[src/rtl/decode_stage.sv]
// Decode stage: IF/ID pipeline register, 32x32 register file with same-cycle
// write-through, immediate extension and load-use hazard detection.
module decode_stage #(
    parameter logic [31:0] NOP_INSTR  = 32'h3400_0000,
    parameter logic [24:0] NOP_BUNDLE = 25'b0_0000_0110_0010_0000_0011_0001
) (
    input  logic        clk,
    input  logic        reset,
    input  logic [31:0] instr_in,
    input  logic [24:0] bundle_in,
    input  logic [31:0] pc_seq_in,
    input  logic        stall_in,
    input  logic        flush_in,
    input  logic        wb_we_in,
    input  logic [4:0]  wb_addr_in,
    input  logic [31:0] wb_data_in,
    input  logic        ex_mem_re_in,
    input  logic [4:0]  ex_rt_in,
    output logic [31:0] rs_data_out,
    output logic [31:0] rt_data_out,
    output logic [31:0] imm_ext_out,
    output logic [4:0]  rs_out,
    output logic [4:0]  rt_out,
    output logic [4:0]  rd_out,
    output logic [4:0]  shamt_out,
    output logic [31:0] instr_out,
    output logic [24:0] bundle_out,
    output logic [31:0] pc_seq_out,
    output logic        valid_out,
    output logic        hazard_stall_out
);

    logic [31:0] r_instr;
    logic [24:0] r_bundle;
    logic [31:0] r_pc_seq;
    logic        r_valid;
    logic [31:0] r_regs [32];

    logic [4:0]  w_rs;
    logic [4:0]  w_rt;
    logic        w_hazard;

    assign w_rs = r_instr[25:21];
    assign w_rt = r_instr[20:16];

    // Load-use hazard: the load in EX targets a source of the latched instruction.
    assign w_hazard = r_valid && ex_mem_re_in && (ex_rt_in != 5'd0) &&
                      ((ex_rt_in == w_rs) || (ex_rt_in == w_rt));

    // IF/ID register: flush beats stall/hazard, which beat capture.
    always_ff @(posedge clk or negedge reset) begin
        if (!reset) begin
            r_instr  <= NOP_INSTR;
            r_bundle <= NOP_BUNDLE;
            r_pc_seq <= '0;
            r_valid  <= 1'b0;
        end else if (flush_in) begin
            // pc_seq deliberately kept so the bubble still carries a sensible PC
            r_instr  <= NOP_INSTR;
            r_bundle <= NOP_BUNDLE;
            r_valid  <= 1'b0;
        end else if (!(stall_in || w_hazard)) begin
            r_instr  <= instr_in;
            r_bundle <= bundle_in;
            r_pc_seq <= pc_seq_in;
            r_valid  <= 1'b1;
        end
    end

    // Register file write port; register 0 is never written.
    always_ff @(posedge clk or negedge reset) begin
        if (!reset) begin
            for (int i = 0; i < 32; i++) begin
                r_regs[i] <= '0;
            end
        end else if (wb_we_in && (wb_addr_in != 5'd0)) begin
            r_regs[wb_addr_in] <= wb_data_in;
        end
    end

    // Operand reads with same-cycle writeback bypass; register 0 reads as zero.
    always_comb begin
        rs_data_out = '0;
        rt_data_out = '0;
        if (w_rs != 5'd0) begin
            if (wb_we_in && (wb_addr_in == w_rs)) begin
                rs_data_out = wb_data_in;
            end else begin
                rs_data_out = r_regs[w_rs];
            end
        end
        if (w_rt != 5'd0) begin
            if (wb_we_in && (wb_addr_in == w_rt)) begin
                rt_data_out = wb_data_in;
            end else begin
                rt_data_out = r_regs[w_rt];
            end
        end
    end

    // Immediate extension: bundle bit 19 selects zero-extension.
    always_comb begin
        if (r_bundle[19]) begin
            imm_ext_out = {16'h0000, r_instr[15:0]};
        end else begin
            imm_ext_out = {{16{r_instr[15]}}, r_instr[15:0]};
        end
    end

    // Outputs to execute; a hazard injects a bubble while the latch holds.
    always_comb begin
        rs_out           = w_rs;
        rt_out           = w_rt;
        rd_out           = r_instr[15:11];
        shamt_out        = r_instr[10:6];
        pc_seq_out       = r_pc_seq;
        hazard_stall_out = w_hazard;
        if (w_hazard) begin
            instr_out  = NOP_INSTR;
            bundle_out = NOP_BUNDLE;
            valid_out  = 1'b0;
        end else begin
            instr_out  = r_instr;
            bundle_out = r_bundle;
            valid_out  = r_valid;
        end
    end

endmodule

[config.mk]
export PLATFORM = sky130hd
export DESIGN_NAME = decode_stage
export DESIGN_NICKNAME = d
export VERILOG_FILES = /design/src/rtl/decode_stage.sv
export SDC_FILE = /design/constraint.sdc
export NUM_CORES = 2
export LEC_CHECK = 0
export CORE_AREA = 10 10 343 345
export DETAILED_ROUTE_END_ITERATION = 7
export DIE_AREA = 0 0 353 355
export GPL_ROUTABILITY_DRIVEN = 0
export GPL_TIMING_DRIVEN = 1
export PLACE_DENSITY = 0.83
export REMOVE_ABC_BUFFERS = 1
export SYNTH_ARGS = -nofsm -noshare
export SYNTH_HDL_FRONTEND = slang
export SYNTH_SLANG_ARGS = --single-unit
[constraint.sdc]
create_clock -name clk -period 4.7 [get_ports clk]
set_input_delay 0.94 -clock clk [delete_from_list [all_inputs] [get_ports clk]]
set_output_delay 0.94 -clock clk [all_outputs]
set_load 0.05 [all_outputs]
== Word level (Yosys, flattened, before mapping) ==
Cells that the tools add are included.

* Logic and storage cells: 87
* Output and inout port bits: 207
* Register bits after elaboration: 1114
* Input port bits: 137

* $lt $le $gt $ge: 4
* Equality and inequality tests: 5
* Multiplexer cells: 23
* Bitwise logic cells: 5
* Reduce and logical (&&, ||, !) cells: 14

{| class="wikitable"
|+ Operators with widths
! operator !! count
|-
| $bwmux W1024 || 1
|-
| $mux W32 || 13
|-
| $bmux W32 S5 || 2
|-
| $demux W32 S5 || 1
|-
| $mux W25 || 3
|-
| $eq A5 B5 Y1 || 4
|-
| $reduce_bool A5 Y1 || 4
|-
| $ge A6 B6 Y1 const B || 3
|-
| $not A5 Y6 || 3
|-
| $logic_and A1 B1 Y1 || 7
|-
| $lt A6 B1 Y1 const B || 1
|-
| $mux W1 || 3
|-
| $logic_or A1 B1 Y1 || 2
|-
| $ne A2 B2 Y1 const B || 1
|-
| $not A1 Y1 || 2
|-
| $reduce_and A2 Y1 || 1
|}

== Longest topological paths before layout ==
* Depth after elaboration: 6
* Depth in mapped cells: 10
* Depth with buffers taken out: 5

== Worst setup path after synthesis ==
Ideal clock, no wire load.

* Path kind: input port to output port
* Start: input wb_addr_in[0]
* End: output rs_data_out[6]
* Arrival time: 3451 ps
* Slack: 309 ps
* Data required time: 3760 ps
* Path buffers: 2
* Stages: 6
* Path through: clkbuf_1 -> xnor2_1 -> nand4_1 -> o21bai_1 -> clkbuf_1 -> o41ai_1

* Cells in the longest elaborated chain, start to end: 4

{| class="wikitable"
|+ RTL lines
! element !! line !! text
|-
| start, declared || 15 || <nowiki>input logic [4:0] wb_addr_in,</nowiki>
|-
| $eq A5 B5 Y1 || 86 || <nowiki>if (wb_we_in && (wb_addr_in == w_rs)) begin</nowiki>
|-
| $logic_and A1 B1 Y1 || 86 ||
|-
| $mux W32 || 86 ||
|-
| $mux W32 || 85 || <nowiki>if (w_rs != 5'd0) begin</nowiki>
|-
| end, declared || 19 || <nowiki>output logic [31:0] rs_data_out,</nowiki>
|}

No other way between the ends.

== Final worst setup path ==
* Start: register r_instr[18]
* End: output rt_data_out[27]

* Cells in the longest elaborated chain, start to end: 6
* Elaborated cells on any way between the ends: 9
* Those cells by class: eq/ne (1); mux (5); bitwise (1); reduce/logical (2)

{| class="wikitable"
|+ RTL lines
! element !! line !! text
|-
| start, declared || 33 || <nowiki>logic [31:0] r_instr;</nowiki>
|-
| start signal, assigned || 63 || <nowiki>r_instr <= instr_in;</nowiki>
|-
| $not A5 Y6 (not written as such) || 96 || <nowiki>rt_data_out = r_regs[w_rt];</nowiki>
|-
| $bmux W32 S5 || 96 ||
|-
| $mux W32 (not written as such) (2 in series) || 96 ||
|-
| $mux W32 || 93 || <nowiki>if (wb_we_in && (wb_addr_in == w_rt)) begin</nowiki>
|-
| $mux W32 * || 92 || <nowiki>if (w_rt != 5'd0) begin</nowiki>
|-
| end, declared || 20 || <nowiki>output logic [31:0] rt_data_out,</nowiki>
|}

Mark *: on every way between the ends. The rest lies on a longest branch, timed or not. The select of a mux whose other input is x is not followed.

==> results.md <==
* Status: finished clean
* Nets@finish at 4715
* Nature of the critical path endpoint: output pin
* Placed Instance Area at between 60000 and 70000 sq um
* Tot GR Track Use at 0.303
* Reg2Reg Depth at 7
* Area growth syn-to-layout at 15.9%
* Final setup TNS at 0 ns
* Starting Density at 0.547
* Worst EP required at 3.76 ns
* Vias in the first global route at 43.7k
* Ys async rst share at 1.00
* Die X at about 350 um
* Worst Skew at 0.0213 ns
* Crit-path max cell delay at 0.63 ns
* Die height at 355 um
* Clock tree root driver cell: clkbuf_16
* Fin crit share at 0.991
* Pre-CTS setup slack at 0.444 ns
* Max clock buf depth at 3
* Reg-to-Reg End: pc_seq_out[0]
* Post-DP HPWL at ~120000 um
* Design Power at 29.4 mW
* Final worst slack at 0.0400 ns
* Post-Route WL at 196000 um
* Hold crit path type: in -> async
* Gate Count Post-Synth at 4438
* Kind of cell adding the most delay to the critical path: buffers and inverters
* Start point of the critical path: r_instr[18]
* Critical path's slowest cell: nor3_1
* Worst r2r src: r_instr[17]
* Cell chain of the critical path: buf_12, nor2_4, buf_4, a221oi_1, nor3_1, nor3_1, a221o_1, buf_4
* Critical path buffers and inverters at 3
* Fin. Hold Viols at 0
* Layout cells sized above 1 at 0.437
* Unique masters post-synth at 57
* Wire per inst at about 32 um
* Num CTS Buffers at 113
* Crit Path Max Fanout at 72
* Ys flop type: dfrtp_1
* # Post-CTS Setup Buffers at 0
* Grt ovf at 0
* Most common cell after layout, fill and taps aside: dfrtp_1
* Register area share after synthesis at 0.462
* Flop-to-flop setup slack at 1.65 ns
* Yosys warns at 0
* Tightest Pin Transition at 1.05 ns
* H-Tree Depth at 3
* DR DRC count at 0
* Tmin final at between 4 and 5 ns
* Largest net degree at the start of global routing at 178
* Setup Crit Path Kind: reg -> out
* Sink Count at about 1.1k
* Io pins at 344
* WHS at 0.166 ns
* Yosys reg bits at ~1.1k
* CTS tree: done
* Worst vdd ir at 360 uV
* Pre-antenna DRT Iters at 6
* RSZ-0062 raised after global routing: false
* Buffers on Ports at 343
* DRT antenna net count at 0
* Post-Syn Area at 60400 sq um
* WP depth at 8
* Crit path DAT at approximately 3.7 ns
* Commonest cells after routing, fill and taps aside: 1095 x dfrtp_1, 1055 x mux2_2, 370 x mux2i_1
* Via density at 6.89
* Post-synth EDFFs at 0
* # rows at 122
* Pwr Density at 420 nW/um^2
* Startpoint types: flop
* Setup crit end: rt_data_out[27]
* First-pass GRT wire length at 289000 um
* Fin area at 70000 sq um
* Syn_area_per_cell at 13.6 sq um
* Die Area at roughly 130000 sq um
* Later-pin clock latency in the skew report at 0.72 ns
* Initial DRC Count at slightly above 5k
* Leakage power at 29.3 nW
* Reg clk slew, reported paths at 0.06 ns
* Final setup violation count at 0
* Slew headroom at 0.300
* Initial antenna violation count at 4
* Slew Limit Fails at 0
* Max Freq at roughly 210 MHz
* MaxCap Viol Count at 0
* Core ar. at around 110000 sq um
* Detailed-route via count at between 40k and 50k
==> how the worst min path moves through the flow <==
stage               depth (start not counted)    startpoint           end
finish                                      1         reset   r_regs[237]
global route                                1         reset   r_regs[237]
CTS                                         1         reset    r_instr[8]
detailed placement                          0  r_regs[1007]  r_regs[1007]
global placement                            0  r_regs[1004]  r_regs[1004]
floorplan                                   0  r_regs[1004]  r_regs[1004]
==> cells by family (layout without fill, tap and decap cells) <==
kind of cell    count (synthesis)  after routing  synth area share
compound gates                476            476            0.0547
mux                          1801           1801             0.394
simple gates                  493            493            0.0426
flops                        1114           1114             0.462
xor+xnor                       20             20           0.00290
buf+inv                       534            771            0.0436
other cells                     0              2                 0
==> state kept, by name, indices dropped and copies added (netlist names) <==
register	cells
pc_seq_out	32
r_instr	32
r_bundle	25
r_regs	1024
r_valid	1
==> layer usage <==
| layer | track usage | up-vias | share of wire |
|---|---|---|---|
| met5 | 0 | - | 0.00012 |
| met1 | 0.384 | 22200 | 0.37 |
| met4 | 0.166 | 4 | 0.060 |
| met2 | 0.480 | 2724 | 0.47 |
| met3 | 0.0718 | 678 | 0.10 |
| li1 | - | 16900 | - |
==> area by class of cell <==
class	instances	area (sq um)
Fill cell	7716	40300
Sequential cell	1114	27900
Tap cell	1488	1860
Clock buffer	167	3370
Inverter	6	22.5
Clock inverter	45	699
Timing Repair Buffer	553	6010
Antenna cell	2	5.00
Multi-Input combinational cell	2790	30100
==> cell usage after synthesis (37+ instances only) <==
library cell  number  area share
a21oi_1           93      0.0077
a22oi_1           74      0.0092
and2_1            48      0.0050
buf_1             37      0.0023
buf_2            105      0.0087
buf_4             99       0.012
clkbuf_1         273       0.017
dfrtp_1         1105        0.46
mux2_2          1055        0.20
mux2i_1          370       0.061
mux4_2           346        0.13
nand2_1           80      0.0050
nand2b_1         114       0.012
nor2_1           114      0.0071
nor3_1            39      0.0032
o21ai_0           61      0.0051
o22ai_1           68      0.0070
==> timing repair <==
action,in CTS,in global routing
setup endpoints to repair,0,13
hold buffers,0,0
hold endpoints to repair,0,0
gates resized for setup,0,8
==> metrics by stage <==
stage	cells	util
detailed placement	5951	0.597
CTS	6163	0.634
finish	6165	0.635
floorplan	3910	-
global route	6164	0.635
global placement	5951	0.597
==> report_power, final <==
group | total (mW) | switching [mW] | internal, mW
Sequential | 12.8 | 1.41 | 11.3
Combinational | 6.88 | 3.27 | 3.61
Clock | 9.79 | 4.04 | 5.75
Total | 29.4 | 8.72 | 20.7
==> worst register-to-register path, delay by kind of cell, from the launching register on <==
| family | cells | cell delay [ns] |
|---|---|---|
| buffers and inverters | 2 | 0.64 |
| AO/OA/AOI/OAI | 2 | 1.09 |
| multiplexers | 1 | 0.42 |
| flip-flops | 1 | 0.55 |
| AND/OR/NAND/NOR | 1 | 0.07 |
| XOR/XNOR | 1 | 0.15 |
No activity file was read; power rests on OpenSTA's default activity.
